## src/rtl/pipe_scoreboard_if.sv

```systemverilog
// ---------------------------------------------------------------------------
// pipe_scoreboard_if
//
// Bundle between the decode stage and the pipeline hazard scoreboard.
//
// Parameters
//   STAGES  in-flight stages tracked after decode (sets the forward-select width)
//   RPORTS  source-operand read ports checked per cycle
//
// Signals (direction seen from the scoreboard, i.e. the slave modport)
//   issue_valid  in   decode presents an instruction
//   issue_wen    in   issued instruction writes a register
//   issue_load   in   issued instruction is a load
//   issue_dest   in   destination register of the issued instruction
//   src_addr     in   source register per port, port p at [5p+4:5p]
//   src_used     in   port p operand is actually read
//   flush        in   kill the instruction being issued this cycle
//   fwd_sel      out  per port, SW bits: 0 = register file, k = stage k-1
//   stall        out  hold decode and PC, bubble into stage 0
//   occupancy    out  count of valid writing entries in flight
// ---------------------------------------------------------------------------
interface pipe_scoreboard_if #(
    parameter int STAGES = 3,
    parameter int RPORTS = 2
);
    localparam int SW = $clog2(STAGES + 1);

    logic                   issue_valid;
    logic                   issue_wen;
    logic                   issue_load;
    logic [4:0]             issue_dest;
    logic [5*RPORTS-1:0]    src_addr;
    logic [RPORTS-1:0]      src_used;
    logic                   flush;
    logic [SW*RPORTS-1:0]   fwd_sel;
    logic                   stall;
    logic [3:0]             occupancy;

    // Decode side.
    modport master (
        output issue_valid, issue_wen, issue_load, issue_dest,
        output src_addr, src_used, flush,
        input  fwd_sel, stall, occupancy
    );

    // Scoreboard side.
    modport slave (
        input  issue_valid, issue_wen, issue_load, issue_dest,
        input  src_addr, src_used, flush,
        output fwd_sel, stall, occupancy
    );
endinterface

```

## src/rtl/pipe_scoreboard.sv

```systemverilog
// ---------------------------------------------------------------------------
// pipe_scoreboard
//
// Tracks the instructions in flight after decode as a shift register of
// {valid, wen, load, dest} entries (stage 0 = EX) and, for every source
// read port, picks the youngest in-flight producer to forward from. If that
// producer is a load whose data is not yet available (stage < LOAD_READY)
// decode is stalled and a bubble is inserted into stage 0.
//
// Parameters
//   STAGES      in-flight stages tracked after decode (1..8)
//   RPORTS      source-operand read ports (1..4)
//   LOAD_READY  first stage whose load result is forwardable (1..STAGES-1)
//
// Ports
//   clk          in   single clock, rising edge
//   rst          in   asynchronous active-low reset, clears all entries
//   bus          slave side of pipe_scoreboard_if (issue, sources, flush,
//                fwd_sel, stall, occupancy)
//   stall_count  out  32-bit saturating count of stalled cycles; present
//                only when PIPE_SCOREBOARD_STATS_EN is defined
//
// All outputs are combinational functions of the current entries and the
// current inputs; occupancy depends on the entries only.
// ---------------------------------------------------------------------------
module pipe_scoreboard #(
    parameter int STAGES     = 3,
    parameter int RPORTS     = 2,
    parameter int LOAD_READY = 2
) (
    input  logic              clk,
    input  logic              rst,
    pipe_scoreboard_if.slave  bus
`ifdef PIPE_SCOREBOARD_STATS_EN
    ,
    output logic [31:0]       stall_count
`endif
);
    localparam int SW = $clog2(STAGES + 1);

    typedef struct packed {
        logic       valid;
        logic       wen;
        logic       load;
        logic [4:0] dest;
    } entry_t;

    entry_t               stageQ [STAGES];
    entry_t               newEntry;
    logic                 stallAny;
    logic [SW*RPORTS-1:0] fwdSel;
    logic [3:0]           occCount;

    // An entry can feed a port only if it really writes a non-zero register
    // that the port really reads.
    function automatic logic entryMatch(entry_t e, logic [4:0] addr, logic used);
        return e.valid && e.wen && used && (e.dest == addr) && (e.dest != 5'd0);
    endfunction

    // ---------------------------------------------------------------------
    // Hazard detection / forward selection
    // ---------------------------------------------------------------------
    always_comb begin
        logic [SW-1:0] sel;
        logic          blocked;
        // NOTE: every variable written here gets a default first, so no path
        // leaves a value held over from an earlier evaluation (no latch).
        stallAny = 1'b0;
        fwdSel   = '0;
        sel      = '0;
        blocked  = 1'b0;
        for (int p = 0; p < RPORTS; p++) begin
            sel     = '0;
            blocked = 1'b0;
            // Walk oldest to youngest so the youngest match overwrites.
            for (int i = STAGES - 1; i >= 0; i--) begin
                if (entryMatch(stageQ[i], bus.src_addr[p*5 +: 5], bus.src_used[p])) begin
                    sel     = SW'(i + 1);
                    blocked = stageQ[i].load && (i < LOAD_READY);
                end
            end
            // A load that cannot forward yet: stall, and read nothing useful.
            if (blocked) begin
                stallAny = 1'b1;
                sel      = '0;
            end
            fwdSel[p*SW +: SW] = sel;
        end
    end

    // Occupancy counts registered entries only, never the issuing instruction.
    always_comb begin
        occCount = '0;
        for (int i = 0; i < STAGES; i++) begin
            if (stageQ[i].valid && stageQ[i].wen) begin
                occCount = occCount + 4'd1;
            end
        end
    end

    // Flush and stall both turn the issuing instruction into a bubble; flush
    // never touches entries already in flight.
    always_comb begin
        newEntry.valid = bus.issue_valid && !bus.flush && !stallAny;
        newEntry.wen   = bus.issue_wen;
        newEntry.load  = bus.issue_load;
        newEntry.dest  = bus.issue_dest;
    end

    assign bus.fwd_sel   = fwdSel;
    assign bus.stall     = stallAny;
    assign bus.occupancy = occCount;

    // ---------------------------------------------------------------------
    // Entry shift register: stage i -> i+1, last stage retires. With
    // STAGES=1 the shift loop is empty and entry 0 is replaced every cycle.
    // ---------------------------------------------------------------------
    always_ff @(posedge clk or negedge rst) begin
        if (!rst) begin
            // NOTE: the entry array is small control state, not a RAM, so the
            // whole of it is reset; a stale valid bit would create a phantom
            // hazard right after reset.
            for (int i = 0; i < STAGES; i++) begin
                stageQ[i] <= '0;
            end
        end else begin
            // NOTE: non-blocking assignments let every stage sample its
            // predecessor's old value, which is what makes this a shift.
            stageQ[0] <= newEntry;
            for (int i = 1; i < STAGES; i++) begin
                stageQ[i] <= stageQ[i-1];
            end
        end
    end

`ifdef PIPE_SCOREBOARD_STATS_EN
    // Stalled-cycle counter, saturating at all ones.
    always_ff @(posedge clk or negedge rst) begin
        if (!rst) begin
            stall_count <= '0;
        end else if (stallAny && (stall_count != 32'hFFFF_FFFF)) begin
            stall_count <= stall_count + 32'd1;
        end
    end
`endif

endmodule

```

## src/flat_wrapper.sv

```systemverilog
// flat-port wrapper written by rule: the top's interface ports become plain ports
module pipe_scoreboard_flat 
#(
    parameter int STAGES     = 3,
    parameter int RPORTS     = 2,
    parameter int LOAD_READY = 2
)
  (clk, rst, bus_issue_valid, bus_issue_wen, bus_issue_load, bus_issue_dest, bus_src_addr, bus_src_used, bus_flush, bus_fwd_sel, bus_stall, bus_occupancy);
  pipe_scoreboard_if #(.STAGES(STAGES), .RPORTS(RPORTS)) bus_i ();
  input  logic clk;
  input  logic rst;
  input wire logic [$bits(bus_i.issue_valid)-1:0] bus_issue_valid;
  input wire logic [$bits(bus_i.issue_wen)-1:0] bus_issue_wen;
  input wire logic [$bits(bus_i.issue_load)-1:0] bus_issue_load;
  input wire logic [$bits(bus_i.issue_dest)-1:0] bus_issue_dest;
  input wire logic [$bits(bus_i.src_addr)-1:0] bus_src_addr;
  input wire logic [$bits(bus_i.src_used)-1:0] bus_src_used;
  input wire logic [$bits(bus_i.flush)-1:0] bus_flush;
  output wire logic [$bits(bus_i.fwd_sel)-1:0] bus_fwd_sel;
  output wire logic [$bits(bus_i.stall)-1:0] bus_stall;
  output wire logic [$bits(bus_i.occupancy)-1:0] bus_occupancy;
  assign bus_i.issue_valid = bus_issue_valid;
  assign bus_i.issue_wen = bus_issue_wen;
  assign bus_i.issue_load = bus_issue_load;
  assign bus_i.issue_dest = bus_issue_dest;
  assign bus_i.src_addr = bus_src_addr;
  assign bus_i.src_used = bus_src_used;
  assign bus_i.flush = bus_flush;
  assign bus_fwd_sel = bus_i.fwd_sel;
  assign bus_stall = bus_i.stall;
  assign bus_occupancy = bus_i.occupancy;
  pipe_scoreboard #(.STAGES(STAGES), .RPORTS(RPORTS), .LOAD_READY(LOAD_READY)) u_core (.clk(clk), .rst(rst), .bus(bus_i));
endmodule
```

## config.mk

```make
export PLATFORM = sky130hd
export DESIGN_NAME = pipe_scoreboard_flat
export DESIGN_NICKNAME = d
export VERILOG_FILES = /design/src/rtl/pipe_scoreboard_if.sv /design/src/rtl/pipe_scoreboard.sv /design/src/flat_wrapper.sv
export SDC_FILE = /design/constraint.sdc
export NUM_CORES = 1
export LEC_CHECK = 0
export CAP_MARGIN = 20
export CORE_MARGIN = 8
export CORE_UTILIZATION = 35
export DETAILED_ROUTE_END_ITERATION = 16
export PLACE_DENSITY = 0.7
export REMOVE_ABC_BUFFERS = 1
export SYNTH_ARGS = -nofsm -noshare
export SYNTH_HDL_FRONTEND = slang
export SYNTH_SLANG_ARGS = --single-unit
export TNS_END_PERCENT = 50
```

## constraint.sdc

```tcl
create_clock -name clk -period 2.2 [get_ports clk]
set_clock_uncertainty 0.15 [all_clocks]
set_input_delay 0.22 -clock clk [delete_from_list [all_inputs] [get_ports clk]]
set_output_delay 0.22 -clock clk [all_outputs]
set_load 0.01 [all_outputs]
```

* Word level (Yosys, flattened, before mapping)
Cells that the tools add are included.
W data, S select, Z words.
** Word-level totals
- Register bits :: 23
- Output and inout bits :: 9
- Word-level logic and storage cells :: 64
** Operators by class
- Add/sub/neg operators :: 2
- Equal/unequal tests :: 6
- Multiplexer cells :: 17
- Reduce and logical (&&, ||, !) cells :: 28
** Operator list (number)
- $eq A5 B5 Y1 :: 6
- $logic_and A1 B1 Y1 :: 23
- $mux W2 :: 8
- $reduce_bool A5 Y1 :: 3
- $mux W4 :: 2
- $mux W1 :: 7
- $add A4 B1 Y4 const B :: 1
- $add A1 B1 Y2 const B :: 1
- $logic_not A1 Y1 :: 2

* Depth between registers and ports, before layout
- Word-level depth :: 10
- Depth in mapped cells :: 5
- Mapped depth without buffers :: 5

* Least setup slack after synthesis
Ideal clock, no wire load.
- Path type :: register to output
- From :: reg u_core.stageQ[9] in the netlist's numbering
- To :: out bus_fwd_sel[3]
- Arrival time :: 1.720 ns
- Required time :: 1.830 ns
- Path slack :: 0.110 ns
- Cell stages (with the launch flop) :: 6
- Buffers on the path :: 0
- Path through :: dfrtp_1 > or4_4 > o21ai_2 > nor4b_1 > or3_4 > a21boi_2
** On the way
- Longest elaborated chain between the ends :: 6
** Ends and longest elaborated chain
- start: declaration :: RTL line pipe_scoreboard.sv:48 : entry_t stageQ [STAGES];
- start signal: indexed assignment :: RTL line pipe_scoreboard.sv:131 : stageQ[i] <= stageQ[i-1];
- $eq A5 B5 Y1 :: RTL line pipe_scoreboard.sv:57 : return e.valid && e.wen && used && (e.dest == addr) && (e.dest != 5'd0);
- $logic_and A1 B1 Y1 :: RTL line pipe_scoreboard.sv:57
- $logic_and A1 B1 Y1 * :: RTL line pipe_scoreboard.sv:57
- $mux W2 / $mux W1 (equally long branches) (2 in series) :: RTL line pipe_scoreboard.sv:77 : if (entryMatch(stageQ[i], bus.src_addr[p*5 +: 5], bus.src_used[p])) begin
- $mux W2 * :: RTL line pipe_scoreboard.sv:83 : if (blocked) begin
- end: declaration :: RTL line flat_wrapper.sv:19 : output wire logic [$bits(bus_i.fwd_sel)-1:0] bus_fwd_sel;
Every way passes the cells marked *; elsewhere a longest branch is shown, timed or not.

* Worst setup path in the final report
- From :: reg u_core.stageQ[18] in the netlist's numbering
- To :: out bus_stall
** On the way
- Longest elaborated chain between the ends :: 6
** Ends and longest elaborated chain
- $eq A5 B5 Y1 :: RTL line pipe_scoreboard.sv:57
- $logic_and A1 B1 Y1 (2 in series) :: RTL line pipe_scoreboard.sv:57
- $mux W1 :: RTL line pipe_scoreboard.sv:77
- $mux W1 :: RTL line pipe_scoreboard.sv:83
- $mux W1 * :: RTL line pipe_scoreboard.sv:83
- end: declaration :: RTL line flat_wrapper.sv:20 : output wire logic [$bits(bus_i.stall)-1:0] bus_stall;
Marks and branches as above.

==> flow_summary.json <==
{
  "status": "finished with violations",
  "violations": "negative setup slack",
  "yosysSeqAreaShare_pct": 47.2,
  "period_share_pct": 117,
  "yosys.area.top_type": "dfrtp_1",
  "gp_congestion": 0.918,
  "setup_viol": 5,
  "async_flop_share_pct": 100,
  "power.density_nw_per_um2": 459,
  "cts_sinks": 23,
  "critPathTopFamily": "simple AND/OR/NAND/NOR gates",
  "setup_ws_ps": -377,
  "ir_worst_vdd_v": 0.000264,
  "worst-path-max-fanout": 3,
  "worst_skew_pair.late_latency_ps": 310,
  "crit_arrival_ps": 2210,
  "whs_ps": 91.0,
  "max_freq_mhz": 388,
  "dp_cells": 212,
  "ctsRootBufferMaster": "clkbuf_4",
  "synth_edf_count": 0,
  "rsz0062_at_grt": "true",
  "grt-ovfl-total": 0,
  "crit_chain": "buf_4, xnor2_1, nand2_1, or4_4, nand2_1, or3b_4, buf_2",
  "leakagePower_nw": 0.779,
  "finalNetCount": 197,
  "drt-total-wl_um": 3210,
  "drt_iter0_markers": 38,
  "critPathLaunchType": "flop",
  "vias": 1006,
  "synthDistinctLibCells": 32,
  "clk_pin_slew_ps": 130,
  "hold_path_class": "in2async",
  "worst-path-buf-inv": 2,
  "reg.largest.list": "u_core.stageQ (23)",
  "slew_violations": 0,
  "critPathKind": "reg2out",
  "required_ps": 1830,
  "grt_pass1_vias": 1196,
  "synth_area_leaders": "dfrtp_1, xnor2_1, xor2_1, nand2_1, nor4_1",
  "viasPerCell": 4.64,
  "drt-wirelength-per-cell_um": 14.8,
  "min_period_ps": 2580,
  "die_h_um": 75.0,
  "drive_gt1_share_pct": 32.2,
  "diodes": 0,
  "crit_path_top_delay_cell": "or4_4",
  "finalHoldViolations": 0,
  "grt_first_pass_wirelength_um": 5390,
  "syn_area_um2": 1220,
  "largest_register_ffs": 23,
  "ys_seq_elements": 23,
  "drc_errors": 0,
  "core-area_um2": 3340,
  "synth_top_area_share_pct": 47.2,
  "dp_hpwl_um": 2650,
  "yosysWarnings": 0,
  "grt_max_degree": 24,
  "antenna_left": 0,
  "largest_register": "u_core.stageQ",
  "grt.total_usage_pct": 12.4,
  "clock_path_buffers": 2,
  "dr.pass1.iters": 4,
  "cts_buffers": 3,
  "post-place-ws_ps": -712,
  "fp-row-count": 21,
  "slowest_delay_ps": 490,
  "endpoint_kind": "output port",
  "cts_tree": "done",
  "avgSynthCellArea_um2": 11.2,
  "cap_violations": 0,
  "timing.critical_path.mode_cell": "nand2_1",
  "antenna_found_initial": 0,
  "io_pins": 32,
  "dominantRegCellSynth": "dfrtp_1",
  "syn2layout_area_growth_pct": 51.4,
  "die-area_um2": 5630,
  "port_buffers": 30,
  "start_util_pct": 36.5,
  "htreeDepth": 1,
  "synthesis.instances": 109,
  "layout.cells.non_filler": 217,
  "die_w_um": 75.0
}
path summary, 6_finish.rpt:
kind                                         from           endpoint  slack (ps)  depth (start not counted)
worst max-delay path            u_core.stageQ[18]          bus_stall        -380                          7
worst min-delay path                          rst  u_core.stageQ[20]          90                          2
worst max register to register  u_core.stageQ[18]  u_core.stageQ[23]          90                          7
worst min register to register  u_core.stageQ[14]   u_core.stageQ[6]         240                          0
max in group asynchronous                     rst  u_core.stageQ[21]        1580                          2
min in group clk                    bus_issue_wen  u_core.stageQ[22]         180                          1
through the flow:
step | area, um^2 | power [mW] | util (%) | setup TNS, ps
detailed placement | 1780 | 0.653 | 53.3 | -3300
floorplan | 1210 | 0.536 | - | 0
global placement | 1780 | 0.646 | 53.3 | -3040
global route | 1850 | 0.900 | 55.3 | -2260
finish | 1850 | 0.848 | 55.3 | -1760
CTS | 1830 | 0.864 | 54.9 | -2040
Yosys cell counts (2+ instances only):
master,number
dfrtp_1,23
xnor2_1,16
xor2_1,15
nand2_1,11
nor4_1,5
inv_1,4
nand3_1,3
a21oi_1,2
and2_1,2
ha_1,2
nand4_1,2
or3_1,2
or4_1,2
or4_4,2
cells by family (layout without fill, tap and decap cells):
group	after synthesis	count (layout)	share of synthesized area, %
adders and majority gates	2	2	2.05
other	1	1	0.308
and+or+nand+nor	36	36	18.4
muxes	2	2	2.67
buffers and inverters	5	67	1.85
xor gates and xnor gates	31	31	22.3
AOI/OAI and AO/OA	9	9	5.24
DFF	23	23	47.2
cell type report:
cell class                 instances  area (um^2)
inverter                           4         15.0
tap                               46         57.6
timing repair buffer              59          498
sequential                        23          576
multi-input combinational         81          669
clock buffer                       3         22.5
clock inverter                     1         7.51
fill                             330         1490
where the power goes:
group          internal (mW)  total (mW)  leakage, nW  switching, mW
Sequential             0.444       0.464        0.272         0.0198
Combinational          0.109       0.189        0.493         0.0801
Clock                 0.0692       0.195       0.0139          0.126
Total                  0.622       0.848        0.779          0.226
layer usage:
layer / routed length [um] / track usage [%] / vias to the layer above
met2: 1760 / 23.8 / 25
met3: 135 / 2.80 / 0
met1: 1310 / 13.1 / 483
met5: 0 / 0 / -
li1: - / - / 498
met4: 0 / 2.83 / 0
cells in the final DEF (no fill, tap or decap), types with 3 or more instances in the layout:
cell	synthesis	final
buf_2	0	4
buf_4	1	28
clkbuf_4	0	3
clkdlybuf4s50_1	0	22
dfrtp_1	23	23
inv_1	4	4
nand2_1	11	11
nand3_1	3	3
nor4_1	5	3
or4_4	2	3
xnor2_1	16	15
xor2_1	15	15
repair_timing:
action,4_1_cts,5_1_grt
hold endpoints to repair,0,0
pin swaps,4,3
buffers inserted,1,0
gates resized for setup,32,6
setup endpoints to repair,9,8
hold buffers,0,0
No activity file was read; power rests on OpenSTA's default activity.
